**src/rtl/msg_schedule.sv**
```systemverilog
// Message schedule generator: loads a 16-word chunk, then presents W[t] and K[t]
// for 64 rounds of four cycles each, pulsing update_o when the chunk is done.
module msg_schedule (
    input  logic        clk_i,
    input  logic        rst_ni,
    input  logic        clr_i,
    input  logic        word_valid_i,
    input  logic [31:0] word_i,
    output logic        word_ready_o,
    output logic [31:0] w_o,
    output logic [31:0] k_o,
    output logic [5:0]  round_o,
    output logic        busy_o,
    output logic        update_o
);

    typedef enum logic [1:0] {
        IDLE = 2'd0,
        RUN  = 2'd1,
        UPD  = 2'd2
    } state_t;

    localparam logic [31:0] K_TAB [64] = '{
        32'h428a2f98, 32'h71374491, 32'hb5c0fbcf, 32'he9b5dba5, 32'h3956c25b, 32'h59f111f1, 32'h923f82a4, 32'hab1c5ed5,
        32'hd807aa98, 32'h12835b01, 32'h243185be, 32'h550c7dc3, 32'h72be5d74, 32'h80deb1fe, 32'h9bdc06a7, 32'hc19bf174,
        32'he49b69c1, 32'hefbe4786, 32'h0fc19dc6, 32'h240ca1cc, 32'h2de92c6f, 32'h4a7484aa, 32'h5cb0a9dc, 32'h76f988da,
        32'h983e5152, 32'ha831c66d, 32'hb00327c8, 32'hbf597fc7, 32'hc6e00bf3, 32'hd5a79147, 32'h06ca6351, 32'h14292967,
        32'h27b70a85, 32'h2e1b2138, 32'h4d2c6dfc, 32'h53380d13, 32'h650a7354, 32'h766a0abb, 32'h81c2c92e, 32'h92722c85,
        32'ha2bfe8a1, 32'ha81a664b, 32'hc24b8b70, 32'hc76c51a3, 32'hd192e819, 32'hd6990624, 32'hf40e3585, 32'h106aa070,
        32'h19a4c116, 32'h1e376c08, 32'h2748774c, 32'h34b0bcb5, 32'h391c0cb3, 32'h4ed8aa4a, 32'h5b9cca4f, 32'h682e6ff3,
        32'h748f82ee, 32'h78a5636f, 32'h84c87814, 32'h8cc70208, 32'h90befffa, 32'ha4506ceb, 32'hbef9a3f7, 32'hc67178f2
    };

    state_t      state_q, state_d;
    logic [3:0]  loadCnt_q, loadCnt_d;
    logic [5:0]  round_q, round_d;
    logic [1:0]  phase_q, phase_d;
    logic [31:0] win_q [16];
    logic [31:0] win_d [16];
    logic [31:0] newWord;
    logic        shiftEn;
    logic [31:0] shiftIn;

    function automatic logic [31:0] sigma0(input logic [31:0] x);
        return {x[6:0], x[31:7]} ^ {x[17:0], x[31:18]} ^ (x >> 3);
    endfunction

    function automatic logic [31:0] sigma1(input logic [31:0] x);
        return {x[16:0], x[31:17]} ^ {x[18:0], x[31:19]} ^ (x >> 10);
    endfunction

    // win[0..15] always holds W[t..t+15], so the recurrence only needs fixed taps.
    assign newWord = sigma1(win_q[14]) + win_q[9] + sigma0(win_q[1]) + win_q[0];

    always_comb begin
        state_d   = state_q;
        loadCnt_d = loadCnt_q;
        round_d   = round_q;
        phase_d   = phase_q;
        shiftEn   = 1'b0;
        shiftIn   = '0;
        for (int i = 0; i < 16; i++) begin
            win_d[i] = win_q[i];
        end

        if (clr_i) begin
            state_d   = IDLE;
            loadCnt_d = '0;
            round_d   = '0;
            phase_d   = '0;
            for (int i = 0; i < 16; i++) begin
                win_d[i] = '0;
            end
        end else begin
            case (state_q)
                IDLE: begin
                    if (word_valid_i) begin
                        shiftEn = 1'b1;
                        shiftIn = word_i;
                        if (loadCnt_q == 4'd15) begin
                            loadCnt_d = '0;
                            state_d   = RUN;
                            round_d   = '0;
                            phase_d   = '0;
                        end else begin
                            loadCnt_d = loadCnt_q + 4'd1;
                        end
                    end
                end
                RUN: begin
                    phase_d = phase_q + 2'd1;
                    if (phase_q == 2'd3) begin
                        shiftEn = 1'b1;
                        shiftIn = newWord;
                        if (round_q == 6'd63) begin
                            state_d = UPD;
                            round_d = '0;
                        end else begin
                            round_d = round_q + 6'd1;
                        end
                    end
                end
                UPD:     state_d = IDLE;
                default: state_d = IDLE;
            endcase

            if (shiftEn) begin
                for (int i = 0; i < 15; i++) begin
                    win_d[i] = win_q[i + 1];
                end
                win_d[15] = shiftIn;
            end
        end
    end

    always_ff @(posedge clk_i or negedge rst_ni) begin
        if (!rst_ni) begin
            state_q   <= IDLE;
            loadCnt_q <= '0;
            round_q   <= '0;
            phase_q   <= '0;
            for (int i = 0; i < 16; i++) begin
                win_q[i] <= '0;
            end
        end else begin
            state_q   <= state_d;
            loadCnt_q <= loadCnt_d;
            round_q   <= round_d;
            phase_q   <= phase_d;
            for (int i = 0; i < 16; i++) begin
                win_q[i] <= win_d[i];
            end
        end
    end

    assign word_ready_o = (state_q == IDLE) && !clr_i;
    assign w_o          = win_q[0];
    assign k_o          = K_TAB[round_q];
    assign round_o      = round_q;
    assign busy_o       = (state_q != IDLE);
    assign update_o     = (state_q == UPD);

endmodule

```
**config.mk**
```make
export PLATFORM = sky130hd
export DESIGN_NAME = msg_schedule
export DESIGN_NICKNAME = d
export VERILOG_FILES = /design/src/rtl/msg_schedule.sv
export SDC_FILE = /design/constraint.sdc
export NUM_CORES = 1
export LEC_CHECK = 0
export ABC_AREA = 1
export CORE_ASPECT_RATIO = 1.2
export CORE_UTILIZATION = 45
export DETAILED_ROUTE_END_ITERATION = 6
export SETUP_SLACK_MARGIN = 0.05
export SYNTH_ARGS = -nofsm -noshare
export SYNTH_HDL_FRONTEND = slang
export SYNTH_SLANG_ARGS = --single-unit
```
**constraint.sdc**
```tcl
create_clock -name clk_i -period 4.25 [get_ports clk_i]
set_clock_uncertainty 0.05 [all_clocks]
set_input_delay 0.6375 -clock clk_i [delete_from_list [all_inputs] [get_ports clk_i]]
set_output_delay 0.6375 -clock clk_i [all_outputs]
set_load 0.1 [all_outputs]
```
==> results.sh <==
export IMPL_first_global_vias=24700
export IMPL_viasPerCell=5.64
export IMPL_multi_input_area_sq_um=12700
export IMPL_ys_seq_elements=526
export IMPL_rr_startpoint="win_q[42]"
export IMPL_critPathRequiredTime_ps=3560
export IMPL_ys_flop_type="dfrtp_1"
export IMPL_placement_io_buffers=108
export IMPL_holdPathStages=2
export IMPL_synth_enable_flop_cells=0
export IMPL_dp_hpwl_um=79900
export IMPL_critPathMaxStageDelay_ps=930
export IMPL_placed_area_sq_um=31700
export IMPL_period_needed_ps=4150
export IMPL_hold_start="clr_i"
export IMPL_cts_root_buf="clkbuf_16"
export IMPL_outcome="complete, but fails checks"
export IMPL_cts_tree="done"
export IMPL_synthCells=3471
export IMPL_gp_congestion=1.04
export IMPL_area_delta_synth_final_pct=15.0
export IMPL_violations="DRC"
export IMPL_critPathMaxFanout=6
export IMPL_synth_most_common_cell="nand2_1"
export IMPL_synth_nets=3619
export IMPL_hold_end="loadCnt_q[2]"
export IMPL_wl_per_cell_um=24.7
export IMPL_cts_made_buffers=52
export IMPL_synth_cell_type_count=50
export IMPL_rows=101
export IMPL_drive_gt1_share_pct=10.5
export IMPL_power_leakage_nw=15.3
export IMPL_tns_ps=0
export IMPL_die_area_sq_um=65700
export IMPL_overflow=0
export IMPL_ioPinCount=109
export IMPL_clock_sinks=526
export IMPL_crit_chain="nor2_1, inv_1, o21ai_0, a31oi_1, buf_4, a32o_1, buf_12"
export IMPL_die_x_um=234
export IMPL_track_usage_pct=33.4
export IMPL_antennaDiodeCount=0
export IMPL_total_power_mw=17.7
export IMPL_worstHoldPathType="input pin to register"
export IMPL_nNetsFinal=3654
export IMPL_max_clock_freq_ghz=0.241
export IMPL_reg2regPathDepth=18
export IMPL_regArea_sq_um=13200
export IMPL_synth_area_leaders="dfrtp_1, nand2_1, inv_1"
export IMPL_rsz0062_at_grt="false"
export IMPL_antenna_found_initial=2
export IMPL_worstSetupStartpointType="register"
export IMPL_timing_worst_setup_path_type="register to primary output"
export IMPL_r2r_slack_ps=220
export IMPL_yosysWarnings=0
export IMPL_post_cts_buffers=0
export IMPL_initial_utilization_pct=45.8
export IMPL_fillers=5916
export IMPL_layout_worst_path_cycle_share_pct=97.8
export IMPL_wl_um=108000
export IMPL_drc_errors=3
export IMPL_max_slew_margin_rel_pct=21.9
export IMPL_synth_area_sq_um=29100
export IMPL_cp_end_kind="primary output"
export IMPL_synth_common_cells="nand2_1, dfrtp_1, inv_1"
export IMPL_ir_worst_vdd_uv=847
export IMPL_fin_util_pct=52.7
export IMPL_die_height_um=281
export IMPL_design_core_area_sq_um=63600
export IMPL_ys_seq_area_share_pct=45.2
export IMPL_final_cells=4370
export IMPL_setup_ws_ps=95.5
export IMPL_crit_slowest_cell="nor2_1"
export IMPL_dp_slack_ps=276
export IMPL_critical_path_buf_inv_count=3
export IMPL_cp_arrival_ps=3470
export IMPL_yosysTopAreaCell="dfrtp_1"
export IMPL_timing_rr_end="win_q[28]"
export IMPL_design_area_sq_um=33500
export IMPL_syn_avg_cell_area_sq_um=8.39
export IMPL_grt_max_degree=186
export IMPL_clk_latency_ps=610
export IMPL_vias=24600
export IMPL_powerDensity_nw_per_um2=528
export IMPL_grt_pass1_wl_um=161000
export IMPL_cap_violations=0
export IMPL_async_reset_ff_share_pct=100
export IMPL_clk_pin_slew_ps=60
export IMPL_clockBufferDepth=3
export IMPL_tightest_slew_ps=1170
export IMPL_setup_violations=0
export IMPL_synthDominantCellAreaShare_pct=45.2
export IMPL_dp_cells=4275
export IMPL_first_pass_iters=7
export IMPL_cts_htree_levels=2
export IMPL_slew_viol_final=0
export IMPL_drtAntennaViolNets=0
export IMPL_drt_iter0_markers=2077
export IMPL_holdWs_ps=311
export IMPL_path_delay_family="simple AND/OR/NAND/NOR gates"
export IMPL_hold_violations=0
-- final cells by class --
class,count,share of cell area [%]
clock inverters,21,0.885
inverters,499,5.66
well taps,824,3.08
multi-input cells,2157,38.0
clock buffers,73,4.48
flip-flops and latches,526,39.3
repair buffers,270,8.55
-- logic make-up (layout without fill, tap and decap cells) --
logic type | after synthesis | count (layout) | share of synthesized area (%)
AO/OA/AOI/OAI | 743 | 743 | 16.4
flip-flops | 526 | 526 | 45.2
buffers and inverters | 788 | 863 | 11.3
XOR/XNOR | 123 | 123 | 3.70
adder cells (fa/ha/maj) | 112 | 112 | 6.41
AND/OR/NAND/NOR | 1179 | 1179 | 16.9
-- state kept, by name, summed over array words and instances, names as in the netlist --
signal,count
phase_q,2
win_q,480
w_o,32
round_o,6
loadCnt_q,4
state_q,2
-- worst reg2reg max path: cells and delay by family, from the launching register on --
kind | cells | cell delay (ps)
and+or+nand+nor | 11 | 970
xor gates and xnor gates | 1 | 550
DFF | 1 | 530
buffers and inverters | 3 | 310
adders and majority gates | 3 | 1490
-- cell usage in the layout, fill, tap and decap left out, types with 58 or more instances in the layout --
cell type          n
nor2_1           115
fa_1              62
xor2_1            58
a21oi_1           67
clkdlybuf4s50_1   72
xnor2_1           64
o31ai_2           59
nand3_1          309
o21ai_0          336
buf_4            144
dfrtp_1          525
o31ai_1          155
inv_1            493
nand2_1          711
-- power breakdown --
| group | internal (mW) | switching (mW) |
|---|---|---|
| clock network | 2.79 | 2.07 |
| registers | 5.16 | 0.154 |
| logic | 2.24 | 5.26 |
| total | 10.2 | 7.48 |
-- per-layer routing --
layer	share of wire [%]	global-route usage (%)
met1	37	38.7
met2	51	58.1
met3	4.5	3.86
met4	7.4	21.7
met5	0.031	0
-- how the worst max path moves through the flow --
stage / endpoint / slack (ps) / cells past startpoint / from
after floorplan: k_o[27] / -410 / 8 / round_o[1]
after global placement: win_q[27] / 200 / 19 / win_q[48]
after detailed placement: win_q[15] / 280 / 16 / win_q[48]
after CTS: k_o[22] / 210 / 7 / round_o[4]
after global routing: win_q[22] / 80 / 19 / win_q[52]
final: k_o[22] / 100 / 7 / round_o[4]
-- timing repair --
action                                  CTS  global route
hold buffers                              1             0
hold endpoints to repair                  7             0
endpoints found under the setup margin    0             7
gates resized for setup                   0             4
Note: power is estimated with default switching activity, not from simulation.
